$ cat src/rtl/avr_cpu_decode_pkg.sv
`default_nettype none
// ============================================================================
// Module   : avr_cpu_decode_pkg
// Purpose  : ALU op codes, SREG bit map, opcode match tables and the execute
//            control bundle shared by the AVR decode stage.
// Revision : 1.0 - initial release
// ============================================================================
package avr_cpu_decode_pkg;

    localparam int SREG_W_DEF   = 8;
    localparam int ALU_OP_W_DEF = 4;

    typedef enum logic [3:0] {
        ALU_ADD    = 4'd0,
        ALU_ADC    = 4'd1,
        ALU_SUB    = 4'd2,
        ALU_SBC    = 4'd3,
        ALU_AND    = 4'd4,
        ALU_OR     = 4'd5,
        ALU_EOR    = 4'd6,
        ALU_MOV    = 4'd7,
        ALU_PASS_K = 4'd8,
        ALU_MUL_LO = 4'd9,
        ALU_MUL_HI = 4'd10
    } alu_op_e;

    typedef enum int {
        SREG_C = 0, SREG_Z = 1, SREG_N = 2, SREG_V = 3,
        SREG_S = 4, SREG_H = 5, SREG_T = 6, SREG_I = 7
    } sreg_bit_e;

    // SREG update masks, bit order I,T,H,S,V,N,Z,C
    localparam logic [7:0] SM_NONE  = 8'b0000_0000;
    localparam logic [7:0] SM_ARITH = 8'b0011_1111;
    localparam logic [7:0] SM_LOGIC = 8'b0001_1110;
    localparam logic [7:0] SM_WORD  = 8'b0001_1111;
    localparam logic [7:0] SM_ZC    = 8'b0000_0011;

    localparam logic [15:0] OP_NOP  = 16'h0000;

    localparam logic [15:0] M_RR    = 16'hFC00;
    localparam logic [15:0] V_ADD   = 16'h0C00;
    localparam logic [15:0] V_ADC   = 16'h1C00;
    localparam logic [15:0] V_SUB   = 16'h1800;
    localparam logic [15:0] V_SBC   = 16'h0800;
    localparam logic [15:0] V_AND   = 16'h2000;
    localparam logic [15:0] V_EOR   = 16'h2400;
    localparam logic [15:0] V_OR    = 16'h2800;
    localparam logic [15:0] V_MOV   = 16'h2C00;
    localparam logic [15:0] V_CP    = 16'h1400;
    localparam logic [15:0] V_CPC   = 16'h0400;
    localparam logic [15:0] V_MUL   = 16'h9C00;

    localparam logic [15:0] M_IMM   = 16'hF000;
    localparam logic [15:0] V_CPI   = 16'h3000;
    localparam logic [15:0] V_SBCI  = 16'h4000;
    localparam logic [15:0] V_SUBI  = 16'h5000;
    localparam logic [15:0] V_ORI   = 16'h6000;
    localparam logic [15:0] V_ANDI  = 16'h7000;
    localparam logic [15:0] V_LDI   = 16'hE000;
    localparam logic [15:0] V_RJMP  = 16'hC000;

    // BRBS/BRBC differ only in bit 10; SBRC/SBRS only in bit 9
    localparam logic [15:0] M_BRBX  = 16'hF800;
    localparam logic [15:0] V_BRBX  = 16'hF000;
    localparam logic [15:0] M_SBRX  = 16'hFC08;
    localparam logic [15:0] V_SBRX  = 16'hFC00;

    localparam logic [15:0] M_IW    = 16'hFF00;
    localparam logic [15:0] V_ADIW  = 16'h9600;
    localparam logic [15:0] V_SBIW  = 16'h9700;

    typedef struct packed {
        logic       valid;
        alu_op_e    alu_op;
        logic [4:0] rd;
        logic [4:0] rr;
        logic [7:0] imm;
        logic       use_imm;
        logic       reg_we;
        logic [7:0] sreg_mask;
    } ex_ctrl_t;

    function automatic logic op_is(input logic [15:0] op, input logic [15:0] mask,
                                   input logic [15:0] val);
        return (op & mask) == val;
    endfunction

    function automatic ex_ctrl_t mk_ctrl(input alu_op_e op, input logic [4:0] rd,
                                         input logic [4:0] rr, input logic [7:0] imm,
                                         input logic use_imm, input logic we,
                                         input logic [7:0] mask);
        ex_ctrl_t c;
        c.valid     = 1'b1;
        c.alu_op    = op;
        c.rd        = rd;
        c.rr        = rr;
        c.imm       = imm;
        c.use_imm   = use_imm;
        c.reg_we    = we;
        c.sreg_mask = mask;
        return c;
    endfunction

endpackage
`default_nettype wire

$ cat src/rtl/avr_cpu_decode_if.sv
`default_nettype none
// ============================================================================
// Module   : avr_cpu_decode_if
// Purpose  : Fetch/regfile/execute facing bundle of the AVR decode stage.
// Revision : 1.0 - initial release
// ============================================================================
interface avr_cpu_decode_if #(
    parameter int SREG_W   = 8,
    parameter int ALU_OP_W = 4
);
    logic [15:0]         opcode;
    logic                opcode_cycle;
    logic [SREG_W-1:0]   sreg;
    logic [4:0]          rr_addr;
    logic [7:0]          rr_data;
    logic                hold;
    logic [11:0]         rjmp;
    logic                ex_valid;
    logic [ALU_OP_W-1:0] ex_alu_op;
    logic [4:0]          ex_rd;
    logic [4:0]          ex_rr;
    logic [7:0]          ex_imm;
    logic                ex_use_imm;
    logic                ex_reg_we;
    logic [SREG_W-1:0]   ex_sreg_mask;
    logic                illegal;

    modport master (
        output opcode, opcode_cycle, sreg, rr_data,
        input  rr_addr, hold, rjmp, ex_valid, ex_alu_op, ex_rd, ex_rr, ex_imm,
               ex_use_imm, ex_reg_we, ex_sreg_mask, illegal
    );

    modport slave (
        input  opcode, opcode_cycle, sreg, rr_data,
        output rr_addr, hold, rjmp, ex_valid, ex_alu_op, ex_rd, ex_rr, ex_imm,
               ex_use_imm, ex_reg_we, ex_sreg_mask, illegal
    );
endinterface
`default_nettype wire

$ cat src/rtl/avr_cpu_decode_table.sv
`default_nettype none
// ============================================================================
// Module   : avr_cpu_decode_table
// Purpose  : Purely combinational opcode decode into execute controls and
//            flow-control fields (jump, branch, skip, hold request).
// Revision : 1.0 - initial release
// ============================================================================
module avr_cpu_decode_table
    import avr_cpu_decode_pkg::*;
(
    input  logic [15:0] opcode_i,
    input  logic        opcode_cycle_i,
    output ex_ctrl_t    ctrl_o,
    output logic        illegal_o,
    output logic        hold_req_o,
    output logic        is_skip_op_o,
    output logic        skip_set_o,
    output logic [2:0]  skip_bit_o,
    output logic [4:0]  rr_addr_o,
    output logic        is_rjmp_o,
    output logic        is_branch_o,
    output logic        branch_set_o,
    output logic [2:0]  branch_bit_o,
    output logic [11:0] k12_o,
    output logic [6:0]  k7_o
);

    logic [4:0] w_rd_rr;
    logic [4:0] w_rr_rr;
    logic [4:0] w_rd_imm;
    logic [4:0] w_rd_word_lo;
    logic [4:0] w_rd_word_hi;
    logic [7:0] w_k8;
    logic [7:0] w_k6;
    logic       w_first;

    assign w_rd_rr      = {opcode_i[8], opcode_i[7:4]};
    assign w_rr_rr      = {opcode_i[9], opcode_i[3:0]};
    assign w_rd_imm     = {1'b1, opcode_i[7:4]};
    assign w_rd_word_lo = {2'b11, opcode_i[5:4], 1'b0};
    assign w_rd_word_hi = {2'b11, opcode_i[5:4], 1'b1};
    assign w_k8         = {opcode_i[11:8], opcode_i[3:0]};
    assign w_k6         = {2'b00, opcode_i[7:6], opcode_i[3:0]};
    assign w_first      = !opcode_cycle_i;

    assign skip_set_o   = opcode_i[9];
    assign skip_bit_o   = opcode_i[2:0];
    assign branch_set_o = !opcode_i[10];
    assign branch_bit_o = opcode_i[2:0];
    assign k12_o        = opcode_i[11:0];
    assign k7_o         = opcode_i[9:3];
    assign rr_addr_o    = op_is(opcode_i, M_SBRX, V_SBRX) ? opcode_i[8:4] : w_rr_rr;

    always_comb begin
        ctrl_o       = '0;
        illegal_o    = 1'b0;
        hold_req_o   = 1'b0;
        is_skip_op_o = 1'b0;
        is_rjmp_o    = 1'b0;
        is_branch_o  = 1'b0;
        if (opcode_i == OP_NOP) begin
            ctrl_o = '0;
        end else if (op_is(opcode_i, M_RR, V_ADD)) begin
            ctrl_o = mk_ctrl(ALU_ADD, w_rd_rr, w_rr_rr, 8'h00, 1'b0, 1'b1, SM_ARITH);
        end else if (op_is(opcode_i, M_RR, V_ADC)) begin
            ctrl_o = mk_ctrl(ALU_ADC, w_rd_rr, w_rr_rr, 8'h00, 1'b0, 1'b1, SM_ARITH);
        end else if (op_is(opcode_i, M_RR, V_SUB)) begin
            ctrl_o = mk_ctrl(ALU_SUB, w_rd_rr, w_rr_rr, 8'h00, 1'b0, 1'b1, SM_ARITH);
        end else if (op_is(opcode_i, M_RR, V_SBC)) begin
            ctrl_o = mk_ctrl(ALU_SBC, w_rd_rr, w_rr_rr, 8'h00, 1'b0, 1'b1, SM_ARITH);
        end else if (op_is(opcode_i, M_RR, V_AND)) begin
            ctrl_o = mk_ctrl(ALU_AND, w_rd_rr, w_rr_rr, 8'h00, 1'b0, 1'b1, SM_LOGIC);
        end else if (op_is(opcode_i, M_RR, V_EOR)) begin
            ctrl_o = mk_ctrl(ALU_EOR, w_rd_rr, w_rr_rr, 8'h00, 1'b0, 1'b1, SM_LOGIC);
        end else if (op_is(opcode_i, M_RR, V_OR)) begin
            ctrl_o = mk_ctrl(ALU_OR, w_rd_rr, w_rr_rr, 8'h00, 1'b0, 1'b1, SM_LOGIC);
        end else if (op_is(opcode_i, M_RR, V_MOV)) begin
            ctrl_o = mk_ctrl(ALU_MOV, w_rd_rr, w_rr_rr, 8'h00, 1'b0, 1'b1, SM_NONE);
        end else if (op_is(opcode_i, M_RR, V_CP)) begin
            ctrl_o = mk_ctrl(ALU_SUB, w_rd_rr, w_rr_rr, 8'h00, 1'b0, 1'b0, SM_ARITH);
        end else if (op_is(opcode_i, M_RR, V_CPC)) begin
            ctrl_o = mk_ctrl(ALU_SBC, w_rd_rr, w_rr_rr, 8'h00, 1'b0, 1'b0, SM_ARITH);
        end else if (op_is(opcode_i, M_RR, V_MUL)) begin
            // ex_rd names the product half; the multiplicand index rides in ex_imm
            hold_req_o = w_first;
            if (w_first)
                ctrl_o = mk_ctrl(ALU_MUL_LO, 5'd0, w_rr_rr, {3'b000, w_rd_rr}, 1'b0, 1'b1, SM_NONE);
            else
                ctrl_o = mk_ctrl(ALU_MUL_HI, 5'd1, w_rr_rr, {3'b000, w_rd_rr}, 1'b0, 1'b1, SM_ZC);
        end else if (op_is(opcode_i, M_IMM, V_CPI)) begin
            ctrl_o = mk_ctrl(ALU_SUB, w_rd_imm, 5'd0, w_k8, 1'b1, 1'b0, SM_ARITH);
        end else if (op_is(opcode_i, M_IMM, V_SBCI)) begin
            ctrl_o = mk_ctrl(ALU_SBC, w_rd_imm, 5'd0, w_k8, 1'b1, 1'b1, SM_ARITH);
        end else if (op_is(opcode_i, M_IMM, V_SUBI)) begin
            ctrl_o = mk_ctrl(ALU_SUB, w_rd_imm, 5'd0, w_k8, 1'b1, 1'b1, SM_ARITH);
        end else if (op_is(opcode_i, M_IMM, V_ORI)) begin
            ctrl_o = mk_ctrl(ALU_OR, w_rd_imm, 5'd0, w_k8, 1'b1, 1'b1, SM_LOGIC);
        end else if (op_is(opcode_i, M_IMM, V_ANDI)) begin
            ctrl_o = mk_ctrl(ALU_AND, w_rd_imm, 5'd0, w_k8, 1'b1, 1'b1, SM_LOGIC);
        end else if (op_is(opcode_i, M_IMM, V_LDI)) begin
            ctrl_o = mk_ctrl(ALU_PASS_K, w_rd_imm, 5'd0, w_k8, 1'b1, 1'b1, SM_NONE);
        end else if (op_is(opcode_i, M_IMM, V_RJMP)) begin
            is_rjmp_o = 1'b1;
        end else if (op_is(opcode_i, M_BRBX, V_BRBX)) begin
            is_branch_o = 1'b1;
        end else if (op_is(opcode_i, M_SBRX, V_SBRX)) begin
            is_skip_op_o = 1'b1;
        end else if (op_is(opcode_i, M_IW, V_ADIW)) begin
            hold_req_o = w_first;
            if (w_first)
                ctrl_o = mk_ctrl(ALU_ADD, w_rd_word_lo, 5'd0, w_k6, 1'b1, 1'b1, SM_WORD);
            else
                ctrl_o = mk_ctrl(ALU_ADC, w_rd_word_hi, 5'd0, 8'h00, 1'b1, 1'b1, SM_WORD);
        end else if (op_is(opcode_i, M_IW, V_SBIW)) begin
            hold_req_o = w_first;
            if (w_first)
                ctrl_o = mk_ctrl(ALU_SUB, w_rd_word_lo, 5'd0, w_k6, 1'b1, 1'b1, SM_WORD);
            else
                ctrl_o = mk_ctrl(ALU_SBC, w_rd_word_hi, 5'd0, 8'h00, 1'b1, 1'b1, SM_WORD);
        end else begin
            illegal_o = 1'b1;
        end
    end

endmodule
`default_nettype wire

$ cat src/rtl/avr_cpu_decode.sv
`default_nettype none
// ============================================================================
// Module   : avr_cpu_decode
// Purpose  : AVR decode stage: same-cycle hold/rjmp to fetch, one registered
//            stage of execute controls, SBRC/SBRS skip nullification.
// Revision : 1.0 - initial release
// ============================================================================
module avr_cpu_decode
    import avr_cpu_decode_pkg::*;
#(
    parameter int SREG_W   = SREG_W_DEF,
    parameter int ALU_OP_W = ALU_OP_W_DEF
) (
    input  logic            clk,
    input  logic            rst,
    avr_cpu_decode_if.slave bus
);

    ex_ctrl_t          ex_q;
    ex_ctrl_t          ex_d;
    logic              illegal_q;
    logic              illegal_d;
    logic              skip_pending_q;
    logic              skip_pending_d;

    ex_ctrl_t          w_tbl_ctrl;
    logic              w_tbl_illegal;
    logic              w_hold_req;
    logic              w_is_skip_op;
    logic              w_skip_set;
    logic [2:0]        w_skip_bit;
    logic              w_is_rjmp;
    logic              w_is_branch;
    logic              w_branch_set;
    logic [2:0]        w_branch_bit;
    logic [11:0]       w_k12;
    logic [6:0]        w_k7;
    logic [SREG_W-1:0] w_sreg;
    logic              w_live;
    logic              w_branch_taken;
    logic [11:0]       w_rjmp;

    avr_cpu_decode_table u_table (
        .opcode_i       (bus.opcode),
        .opcode_cycle_i (bus.opcode_cycle),
        .ctrl_o         (w_tbl_ctrl),
        .illegal_o      (w_tbl_illegal),
        .hold_req_o     (w_hold_req),
        .is_skip_op_o   (w_is_skip_op),
        .skip_set_o     (w_skip_set),
        .skip_bit_o     (w_skip_bit),
        .rr_addr_o      (bus.rr_addr),
        .is_rjmp_o      (w_is_rjmp),
        .is_branch_o    (w_is_branch),
        .branch_set_o   (w_branch_set),
        .branch_bit_o   (w_branch_bit),
        .k12_o          (w_k12),
        .k7_o           (w_k7)
    );

    assign w_sreg = bus.sreg;

    // An opcode following a taken skip is architecturally absent: no steering
    assign w_live         = rst && !skip_pending_q;
    assign w_branch_taken = w_is_branch && (w_sreg[w_branch_bit] == w_branch_set);

    always_comb begin
        w_rjmp = 12'h000;
        if (w_is_rjmp)
            w_rjmp = w_k12;
        else if (w_branch_taken)
            w_rjmp = {{5{w_k7[6]}}, w_k7};
    end

    assign bus.rjmp = w_live ? w_rjmp : 12'h000;
    assign bus.hold = w_live && w_hold_req;

    always_comb begin
        ex_d           = w_tbl_ctrl;
        illegal_d      = w_tbl_illegal;
        skip_pending_d = 1'b0;
        if (skip_pending_q) begin
            ex_d      = '0;
            illegal_d = 1'b0;
        end else if (w_is_skip_op) begin
            skip_pending_d = (bus.rr_data[w_skip_bit] == w_skip_set);
        end
    end

    always_ff @(posedge clk or negedge rst) begin
        if (!rst) begin
            ex_q           <= '0;
            illegal_q      <= 1'b0;
            skip_pending_q <= 1'b0;
        end else begin
            ex_q           <= ex_d;
            illegal_q      <= illegal_d;
            skip_pending_q <= skip_pending_d;
        end
    end

    assign bus.ex_valid     = ex_q.valid;
    assign bus.ex_alu_op    = ALU_OP_W'(ex_q.alu_op);
    assign bus.ex_rd        = ex_q.rd;
    assign bus.ex_rr        = ex_q.rr;
    assign bus.ex_imm       = ex_q.imm;
    assign bus.ex_use_imm   = ex_q.use_imm;
    assign bus.ex_reg_we    = ex_q.reg_we;
    assign bus.ex_sreg_mask = SREG_W'(ex_q.sreg_mask);
    assign bus.illegal      = illegal_q;

endmodule
`default_nettype wire
$ cat src/flat_wrapper.sv
// flat-port wrapper written by rule: the top's interface ports become plain ports
module avr_cpu_decode_flat import avr_cpu_decode_pkg::*;
#(
    parameter int SREG_W   = SREG_W_DEF,
    parameter int ALU_OP_W = ALU_OP_W_DEF
)
  (clk, rst, bus_opcode, bus_opcode_cycle, bus_sreg, bus_rr_data, bus_rr_addr, bus_hold, bus_rjmp, bus_ex_valid, bus_ex_alu_op, bus_ex_rd, bus_ex_rr, bus_ex_imm, bus_ex_use_imm, bus_ex_reg_we, bus_ex_sreg_mask, bus_illegal);
  avr_cpu_decode_if #(.SREG_W(SREG_W), .ALU_OP_W(ALU_OP_W)) bus_i ();
  input  logic clk;
  input  logic rst;
  input wire logic [$bits(bus_i.opcode)-1:0] bus_opcode;
  input wire logic [$bits(bus_i.opcode_cycle)-1:0] bus_opcode_cycle;
  input wire logic [$bits(bus_i.sreg)-1:0] bus_sreg;
  input wire logic [$bits(bus_i.rr_data)-1:0] bus_rr_data;
  output wire logic [$bits(bus_i.rr_addr)-1:0] bus_rr_addr;
  output wire logic [$bits(bus_i.hold)-1:0] bus_hold;
  output wire logic [$bits(bus_i.rjmp)-1:0] bus_rjmp;
  output wire logic [$bits(bus_i.ex_valid)-1:0] bus_ex_valid;
  output wire logic [$bits(bus_i.ex_alu_op)-1:0] bus_ex_alu_op;
  output wire logic [$bits(bus_i.ex_rd)-1:0] bus_ex_rd;
  output wire logic [$bits(bus_i.ex_rr)-1:0] bus_ex_rr;
  output wire logic [$bits(bus_i.ex_imm)-1:0] bus_ex_imm;
  output wire logic [$bits(bus_i.ex_use_imm)-1:0] bus_ex_use_imm;
  output wire logic [$bits(bus_i.ex_reg_we)-1:0] bus_ex_reg_we;
  output wire logic [$bits(bus_i.ex_sreg_mask)-1:0] bus_ex_sreg_mask;
  output wire logic [$bits(bus_i.illegal)-1:0] bus_illegal;
  assign bus_i.opcode = bus_opcode;
  assign bus_i.opcode_cycle = bus_opcode_cycle;
  assign bus_i.sreg = bus_sreg;
  assign bus_i.rr_data = bus_rr_data;
  assign bus_rr_addr = bus_i.rr_addr;
  assign bus_hold = bus_i.hold;
  assign bus_rjmp = bus_i.rjmp;
  assign bus_ex_valid = bus_i.ex_valid;
  assign bus_ex_alu_op = bus_i.ex_alu_op;
  assign bus_ex_rd = bus_i.ex_rd;
  assign bus_ex_rr = bus_i.ex_rr;
  assign bus_ex_imm = bus_i.ex_imm;
  assign bus_ex_use_imm = bus_i.ex_use_imm;
  assign bus_ex_reg_we = bus_i.ex_reg_we;
  assign bus_ex_sreg_mask = bus_i.ex_sreg_mask;
  assign bus_illegal = bus_i.illegal;
  avr_cpu_decode #(.SREG_W(SREG_W), .ALU_OP_W(ALU_OP_W)) u_core (.clk(clk), .rst(rst), .bus(bus_i));
endmodule
$ cat config.mk
export PLATFORM = sky130hd
export DESIGN_NAME = avr_cpu_decode_flat
export DESIGN_NICKNAME = d
export VERILOG_FILES = /design/src/rtl/avr_cpu_decode_pkg.sv /design/src/rtl/avr_cpu_decode_if.sv /design/src/rtl/avr_cpu_decode_table.sv /design/src/rtl/avr_cpu_decode.sv /design/src/flat_wrapper.sv
export SDC_FILE = /design/constraint.sdc
export NUM_CORES = 1
export LEC_CHECK = 0
export ABC_AREA = 1
export BUFFER_PORTS_ARGS = -buffer_cell sky130_fd_sc_hd__buf_2
export CORE_ASPECT_RATIO = 0.6
export CORE_MARGIN = 2
export CORE_UTILIZATION = 53
export CTS_BUF_LIST = sky130_fd_sc_hd__clkbuf_2
export DETAILED_ROUTE_END_ITERATION = 8
export PLACE_DENSITY = 0.95
export REMOVE_ABC_BUFFERS = 1
export SETUP_SLACK_MARGIN = 0.2
export SLEW_MARGIN = 10
export SYNTH_ARGS = -nofsm -noshare
export SYNTH_HDL_FRONTEND = slang
export SYNTH_SLANG_ARGS = --single-unit
$ cat constraint.sdc
create_clock -name clk -period 3.9 [get_ports clk]
set_input_delay 0.78 -clock clk [delete_from_list [all_inputs] [get_ports clk]]
set_output_delay 0.78 -clock clk [all_outputs]
set_load 0.005 [all_outputs]
==> impl_metrics.tcl, run 1 <==
set metrics [dict create \
    cts_buffers 5 \
    route.detailed.wl_per_inst_um 13.6 \
    netlist.top_cell.by_area "dfrtp_1" \
    dieWidth_um 83.0 \
    holdBufCountCts 0 \
    max-clock-path-buffers 2 \
    synth_top_cells_by_count "nor2_1, nand2_1, inv_1" \
    timing.final.crit_share 0.755 \
    path_class "input pin to primary output" \
    timing.clock.skew_ns 0.0142 \
    drive_gt1_frac 0.290 \
    final-setup-viol-count 0 \
    post_synth_main_area_contributors "dfrtp_1, nor2_1, nand2_1" \
    global_route.overflow_total 0 \
    number_of_antenna_violations_at_the_first_check_in_global_routing 0 \
    port_buffers 84 \
    cts_tree "built" \
    finalNonFillerCells 426 \
    hold_viol 0 \
    yosysMostFrequentCell "nor2_1" \
    rsz0062_at_grt "no" \
    synthFlopType "dfrtp_1" \
    drc_errors 0 \
    hp-class "input pin to async pin" \
    postSynth.asyncResetShare 1.00 \
    max_clock_freq_mhz 340 \
    ioPinCount 87 \
    syn_to_final_growth_pct 25.8 \
    synth.ff_latch_count 31 \
    result_of_the_run "completed" \
    vdd_ir_drop_max_mv 0.212 \
    warnings_from_yosys 0 \
    clkSinkCount 31 \
    finalWorstPathRequiredPeriod_ns 2.94 \
    place_inst 418 \
    grt_start_max_net_pins 33 \
    post_synth.cell_area_avg_um2 6.77 \
    drv_slew 0 \
    netlist_area_um2 1980 \
    start_util 0.545 \
    die_area_um2 4260 \
    rows 17 \
    timing.critical_path.fanout_max 11 \
    count_of_inserted_antenna_diode_cells 0 \
    num-nets-final 413 \
    worstPathRequired_ns 3.12 \
    critical_path.startpoint_type "input pin" \
    global_route_wire_length_before_repair_um 9400 \
    drt_iter0_drc 394 \
    cellLeakagePower_uw 0.00150 \
    insertion_delay_ns 0.36 \
    synthCells 293 \
    clk_pin_slew_ns 0.17 \
    number_of_flops_mapped_to_enable_cells_by_yosys 0 \
    cts.root.buffer_cell "clkbuf_2" \
    dpl.hpwl_um 4500 \
    yosys.cell_types.count 29 \
    chipHeight_um 51.4 \
    routed_wirelength_um 5780 \
    grt_util_all_layers 0.286 \
    powerDensity_nw_per_um2 295 \
    grt_pass1_vias 1963 \
    routed_via_density 5.34 \
    setup.worst_path.end_class "primary output" \
    cts_resized 0 \
    cp_data_arrival_time_ns 2.16 \
    gpl.final_weighted_congestion 1.03 \
    ant_nets 0 \
    design.core.area_um2 3640 \
    synth_largest_type_area_fraction 0.391 \
    route.vias.total 2274 \
    setup-tns-final_ns 0 \
    cap_viol_max_count 0 \
    ctsHtreeMaxLevel 2 \
    post_cts.repair.setup_buffers 0 \
    drt-pass1-iter-count 5 \
    yosysSeqAreaShare 0.391 \
]
-- stage by stage --
stage,instance area [µm²],hold slack (ns),setup slack (ns),power [µW],util
after floorplan,1930,0.484,1.14,437,-
final,2490,0.387,0.955,735,0.686
after global routing,2490,0.401,0.695,776,0.686
after global placement,2430,0.724,0.996,518,0.668
after detailed placement,2430,0.703,0.987,522,0.668
after CTS,2490,0.397,0.974,736,0.686
-- worst max-delay path, cell delays in order --
cell	delay, ns
buf_2	0.16
inv_1	0.26
nand2_1	0.09
nand3_1	0.08
nand3_1	0.12
nand3_1	0.11
nand3_1	0.08
nand2_1	0.08
nand2_1	0.14
nor2_1	0.13
buf_2	0.12
-- placed cells by master, fill, tap and decap left out, drive strengths merged --
cell     n
nand2   57
dfrtp   31
or2      2
o31ai    2
inv     47
nor4     3
nand3   18
o22ai    1
o21ai   27
o211ai   2
nor2    61
a21oi   17
nor3     9
buf     87
clkinv   2
a22oi    1
a31oi    1
nand4    3
conb     2
bufinv   1
clkbuf   5
-- registers in the layout (all words and copies together) (netlist names) --
register / flops
u_core.skip_pending_q: 1
u_core.bus.ex_rd: 5
u_core.bus.ex_valid: 1
u_core.bus.ex_imm: 8
u_core.bus.ex_sreg_mask: 4
u_core.bus.ex_use_imm: 1
u_core.bus.illegal: 1
u_core.bus.ex_alu_op: 4
u_core.bus.ex_reg_we: 1
u_core.bus.ex_rr: 5
-- cell type report --
cell class / instances / area [µm²]
clock buffer: 5 / 25.0
clock inverter: 3 / 38.8
fill: 313 / 1140
inverter: 47 / 176
multi-input combinational: 206 / 977
sequential: 31 / 776
tap: 47 / 58.8
timing repair buffer: 87 / 443
-- logic make-up after synthesis --
group / synth area share
buffers and inverters: 0.118
AO/OA/AOI/OAI: 0.142
AND/OR/NAND/NOR: 0.347
flip-flops: 0.391
other: 0.00189
-- metal layers --
layer / GRT usage / wire length [µm] / up-vias / share of wire
li1: - / - / 1092 / -
met1: 0.425 / 2640 / 983 / 0.46
met2: 0.421 / 2300 / 185 / 0.40
met3: 0.0533 / 773 / 14 / 0.13
met4: 0.0929 / 71 / 0 / 0.012
met5: 0 / 0 / - / 0
-- worst paths after layout --
path / from / endpoint / slack (ns) / depth (start not counted)
setup / recovery: bus_opcode[0] / bus_rjmp[5] / 0.96 / 11
hold / removal: rst / u_core.bus.ex_alu_op[2] / 0.39 / 2
setup reg to reg: u_core.skip_pending_q / u_core.bus.ex_imm[6] / 2.34 / 4
hold reg to reg: u_core.skip_pending_q / u_core.bus.ex_alu_op[1] / 0.74 / 1
max in group asynchronous: rst / u_core.bus.ex_sreg_mask[4] / 3.22 / 2
min in group clk: bus_opcode[9] / u_core.skip_pending_q / 0.69 / 4
-- power by group --
part | switching (µW) | internal (µW) | total (µW) | leakage [µW]
combinational | 104 | 63.7 | 167 | 0.00105
sequential | 6.26 | 345 | 351 | 0.000404
clock | 111 | 106 | 217 | 0.0000404
Note: power is estimated with default switching activity, not from simulation.
==> inputs of run 2 (changes only) <==
Settings changed: ABC_AREA 1 to 0, CORE_UTILIZATION 53 to 49, PLACE_DENSITY 0.95 to 0.92.
Clock period 3.9 ns to 3 ns, I/O delays scaled along.
==> impl_metrics.tcl, run 2 <==
set metrics [dict create \
    syn_to_final_growth_pct 30.6 \
    global_route.overflow_total 0 \
    worst_slew_pin_slew_ns 0.554 \
    warnings_from_yosys 0 \
    timing.critical_path.fanout_max 5 \
    cts_tree "built" \
    synth_top_cells_by_count "dfrtp_1, nand2_1, nor2_1" \
    cts_buffers 5 \
    cellLeakagePower_uw 0.00129 \
    critical_path.slowest_cell "mux4_2" \
    rsz0062_at_grt "yes" \
    ctsHtreeMaxLevel 2 \
    timing.final.crit_share 0.922 \
    grt_pass1_vias 1869 \
    synth_largest_type_area_fraction 0.398 \
    powerDensity_nw_per_um2 358 \
    dpl.hpwl_um 4370 \
    final-setup-viol-count 0 \
    route.detailed.wl_per_inst_um 17.1 \
    yosysMostFrequentCell "dfrtp_1" \
    port_buffers 84 \
    crit_chain "buf_8 -> mux4_2 -> mux2i_4 -> xnor2_2 -> nor4_4 -> buf_2 -> a22o_1 -> buf_2" \
    comb_power_share 0.272 \
    worstPathRequired_ns 2.40 \
    synthCells 218 \
    number_of_antenna_violations_at_the_first_check_in_global_routing 0 \
    drt-pass1-iter-count 8 \
    die_area_um2 4510 \
    critical_path.startpoint_type "input pin" \
    drv_slew 0 \
    maxSlewHeadroom 0.627 \
    critical_path_cell_count 8 \
    mostFrequentLayoutCells "buf_2, dfrtp_1, nand2_1, nor2_1, a21oi_1" \
    ioPinCount 87 \
    hold_slack_ns 0.214 \
    synth.ff_latch_count 31 \
    largest_register_ffs 8 \
    num-nets-final 344 \
    chipHeight_um 52.8 \
    routed_wirelength_um 6100 \
    ant_nets 0 \
    route.vias.total 2122 \
    count_of_inserted_antenna_diode_cells 0 \
    gpl.final_weighted_congestion 0.921 \
    global_route_wire_length_before_repair_um 9530 \
    routed_via_density 5.96 \
    post_synth_main_area_contributors "dfrtp_1, a21oi_1, mux4_2" \
    timing.reg2reg.worst_path_depth 4 \
    postSynth.asyncResetShare 1.00 \
    clkSinkCount 31 \
    swShare 0.337 \
    path_class "input pin to primary output" \
    start_util 0.520 \
    power.share.clock 0.232 \
    setup-tns-final_ns 0 \
    finalWorstPathRequiredPeriod_ns 2.77 \
    pwr-share-seq 0.496 \
    netlist_area_um2 1950 \
    design.core.area_um2 3740 \
    synthFlopType "dfrtp_1" \
    post_synth.cell_area_avg_um2 8.93 \
    netlist.top_cell.by_area "dfrtp_1" \
    rows 17 \
    max_clock_freq_mhz 362 \
    dieWidth_um 85.4 \
    cap_viol_max_count 0 \
    grt_util_all_layers 0.283 \
    layout.cells.most_common "buf_2" \
    yosys.cell_types.count 49 \
    number_of_flops_mapped_to_enable_cells_by_yosys 0 \
    internal-power_uw 604 \
    max-clock-path-buffers 2 \
    drt_iter0_drc 257 \
    hp-class "input pin to async pin" \
    result_of_the_run "completed" \
    drive_gt1_frac 0.408 \
    drc_errors 0 \
    family_with_the_most_delay_on_the_worst_path "multiplexers" \
    timing.critical_path.mode_cell "buf_2" \
    setup.worst_path.end_class "primary output" \
    yosysSeqAreaShare 0.398 \
    netSwitchingPower_uw 307 \
    cpPeakStageDelay_ns 0.51 \
    crit_path_buffers_inverters 3 \
    vdd_ir_drop_max_mv 0.258 \
    nFillCells 303 \
    clk_pin_slew_ns 0.21 \
    cp_data_arrival_time_ns 2.17 \
    grt_start_max_net_pins 33 \
    hold_viol 0 \
    cts.root.buffer_cell "clkbuf_2" \
    timing.clock.skew_ns 0.0506 \
    insertion_delay_ns 0.43 \
]
## run 2: changes by cell type after synthesis, sizes merged, moves of 5 or more
| cell | delta |
|---|---|
| a22o | +9 |
| and2 | +5 |
| clkbuf | +9 |
| inv | -43 |
| nand2 | -33 |
| nand2b | +5 |
| nand3 | -16 |
| nor2 | -38 |
| nor2b | +5 |
| o21ai | -16 |
## run 2: final timing paths
check                                      start                       to  slack [ns]
hold reg to reg            u_core.skip_pending_q      u_core.bus.ex_rr[4]        0.68
setup reg to reg           u_core.skip_pending_q     u_core.bus.ex_imm[6]        1.26
min in group clk                   bus_opcode[6]     u_core.bus.ex_imm[2]        0.46
max in group asynchronous                    rst  u_core.bus.ex_alu_op[3]        2.44
setup / recovery                   bus_opcode[0]              bus_rjmp[5]        0.23
hold / removal                               rst     u_core.bus.ex_imm[7]        0.21
## run 2: power by group through the flow
stage | Clock, µW | Combinational, µW | Sequential, µW
after floorplan | 0 | 94.9 | 466
after global placement | 0 | 227 | 459
after detailed placement | 0 | 231 | 461
after CTS | 204 | 241 | 452
after global routing | 238 | 270 | 456
final | 211 | 248 | 452
## run 2: repair_timing
item	4_1_cts	5_1_grt
setup buffers	3	1
gates resized for setup	5	4
pin swaps	3	3
endpoints found under the setup margin	10	15
gates cloned	1	0
hold buffers	0	0
## run 2: area by class of cell
type,count,area [µm²],area share
tap,47,58.8,0.0231
multi-input combinational,164,1080,0.426
clock inverter,2,8.76,0.00344
clock buffer,5,25.0,0.00984
inverter,4,15.0,0.00591
timing repair buffer,103,577,0.227
sequential,31,776,0.305
## run 2: per-stage QoR
step	cells	power [µW]	area, µm²	setup slack (ns)	util
after floorplan	199	561	1850	0.471	-
after global placement	344	686	2440	0.161	0.651
after detailed placement	344	691	2440	0.0696	0.651
after CTS	355	897	2520	0.128	0.673
after global routing	356	963	2540	0.175	0.679
final	356	911	2540	0.235	0.679
## run 2: cells by family (layout without fill, tap and decap cells)
family / Yosys count / after routing / synth area share
multiplexers: 11 / 11 / 0.0913
AO/OA/AOI/OAI: 62 / 62 / 0.210
flip-flops: 31 / 31 / 0.398
buffers and inverters: 24 / 114 / 0.0585
AND/OR/NAND/NOR: 87 / 87 / 0.231
XOR/XNOR: 2 / 2 / 0.00900
other: 1 / 2 / 0.00193
## run 2: layer usage
metal  up-vias  global-route usage  wire, µm
met4         0              0.0794        85
met3        14              0.0961       811
met5         -                   0         0
met1       990               0.391      2520
li1        969                   -         -
met2       149               0.422      2680
==> inputs of run 3 (changes only) <==
Settings changed: CORE_UTILIZATION 49 to 44, PLACE_DENSITY 0.92 to 0.87, RECOVER_POWER set to 50.
Clock period 3 ns to 2.29 ns, I/O delays scaled along.
==> impl_metrics.tcl, run 3 (same netlist as run 2, synthesis figures left out) <==
set metrics [dict create \
    critical_path.startpoint_type "input pin" \
    number_of_antenna_violations_at_the_first_check_in_global_routing 0 \
    rsz0062_at_grt "yes" \
    hp-class "input pin to flop" \
    utilization 0.695 \
    final-setup-viol-count 17 \
    ioPinCount 87 \
    drv_slew 32 \
    comb_power_share 0.289 \
    register_area_um2 776 \
    result_of_the_run "finished, violations left" \
    clk_pin_slew_ns 0.18 \
    swShare 0.300 \
    routed_wirelength_um 6890 \
    grt_util_all_layers 0.275 \
    worstPathRequired_ns 1.83 \
    cp_data_arrival_time_ns 2.14 \
    num-nets-final 374 \
    drc_errors 0 \
    timing.critical_path.fanout_max 5 \
    syn_to_final_growth_pct 49.6 \
    chipHeight_um 55.5 \
    drt-pass1-iter-count 5 \
    power.share.clock 0.274 \
    rows 18 \
    insertion_delay_ns 0.37 \
    dpl.hpwl_um 4860 \
    cellLeakagePower_uw 0.00146 \
    grt_start_max_net_pins 32 \
    pwr-share-seq 0.438 \
    design.core.area_um2 4190 \
    powerDensity_nw_per_um2 465 \
    netSwitchingPower_uw 406 \
    dp_worst_setup_slack_ns -0.333 \
    worst_slew_pin_slew_ns 1.66 \
    mostFrequentLayoutCells "buf_2, buf_4, dfrtp_1" \
    dieWidth_um 89.9 \
    finalWorstPathRequiredPeriod_ns 2.60 \
    drt_iter0_drc 273 \
    gpl.final_weighted_congestion 0.978 \
    layout.cells.most_common "buf_2" \
    ctsHtreeMaxLevel 2 \
    clkSinkCount 31 \
    maxSlewHeadroom -0.104 \
    route.vias.total 2271 \
    max-clock-path-buffers 2 \
    nFillCells 346 \
    largest_register_ffs 8 \
    holdBufCountCts 0 \
    drive_gt1_frac 0.468 \
    global_route.overflow_total 0 \
    start_util 0.465 \
    timing.clock.skew_ns 0.0214 \
    port_buffers 84 \
    count_of_inserted_antenna_diode_cells 0 \
    finalNonFillerCells 400 \
    ant_nets 0 \
    global_route_wire_length_before_repair_um 10700 \
    hold_slack_ns 0.382 \
    violated_checks "capacitance limit, slew limit, setup timing" \
    routed_via_density 5.68 \
    final.setup.worst_slack_ns -0.311 \
    hold_viol 0 \
    cap_viol_max_count 1 \
    cts_buffers 5 \
    max_clock_freq_mhz 384 \
    vdd_ir_drop_max_mv 0.227 \
    grt_pass1_vias 2042 \
    route.detailed.wl_per_inst_um 17.2 \
    cts_tree "built" \
    cts.root.buffer_cell "clkbuf_2" \
    place_inst 384 \
    die_area_um2 4990 \
    path_class "input pin to primary output" \
    internal-power_uw 947 \
    multiInputGateArea_um2 1170 \
    setup.worst_path.end_class "primary output" \
    timing.final.crit_share 1.14 \
]
## run 3: cell count changes in the layout (fill, tap and decap cells not counted), moves of 2 or more
cell      previous run  this run
nor4_4               1         3
buf_6                1         7
buf_4               17        40
clkbuf_1             0         5
buf_2               83        80
## run 3: power by group through the flow
| stage | Sequential (µW) | Combinational [µW] | Clock, µW |
|---|---|---|---|
| after detailed placement | 603 | 336 | 0 |
| after floorplan | 611 | 124 | 0 |
| after global placement | 602 | 331 | 0 |
| final | 592 | 391 | 371 |
| after CTS | 593 | 368 | 377 |
| after global routing | 598 | 420 | 404 |
## run 3: stage by stage
step | total power, µW | instance area [µm²] | setup TNS, ns
5_1_grt | 1420 | 2910 | -4.48
3_3_place_gp | 933 | 2660 | -2.89
3_5_place_dp | 939 | 2660 | -3.40
6_report | 1350 | 2910 | -3.46
4_1_cts | 1340 | 2860 | -1.97
2_1_floorplan | 735 | 1850 | 0
## run 3: repair_timing
| action | in CTS | in global routing |
|---|---|---|
| pin swaps | 7 | 7 |
| setup endpoints to repair | 17 | 18 |
| cloned | 0 | 1 |
| endpoints found under the hold margin | 0 | 0 |
| buffers inserted | 4 | 3 |
| gates resized for setup | 23 | 7 |
## run 3: worst paths after layout
kind                                        from                    to  slack (ns)  cells after the start
setup / recovery                   bus_opcode[0]           bus_rjmp[2]       -0.31                      8
hold / removal                     bus_opcode[6]  u_core.bus.ex_imm[2]        0.38                      3
setup reg to reg           u_core.skip_pending_q  u_core.bus.ex_imm[6]        0.44                      4
hold reg to reg            u_core.skip_pending_q   u_core.bus.ex_rr[0]        0.67                      2
max in group asynchronous                    rst   u_core.bus.ex_rd[1]        0.58                      2
min in group asynchronous                    rst  u_core.bus.ex_imm[0]        0.73                      2
## run 3: layout make-up
cell class	count	area share
clock buffers	5	0.00859
repair buffers	133	0.279
inverters	4	0.00515
clock inverters	3	0.0133
well taps	60	0.0258
flip-flops and latches	31	0.266
multi-input cells	164	0.402
## run 3: worst max-delay path: stages
cell	delay, ns
buf_8	0.08
mux4_2	0.52
mux2i_4	0.20
xnor2_2	0.12
nor4_4	0.30
buf_4	0.20
a22o_1	0.14
buf_2	0.13
## run 3: routing by layer
layer,track usage,vias to the layer above,part of all wire
met5,0,-,0
met4,0.0791,0,0.011
met3,0.0778,16,0.11
met2,0.402,173,0.42
met1,0.399,1051,0.46
li1,-,1031,-
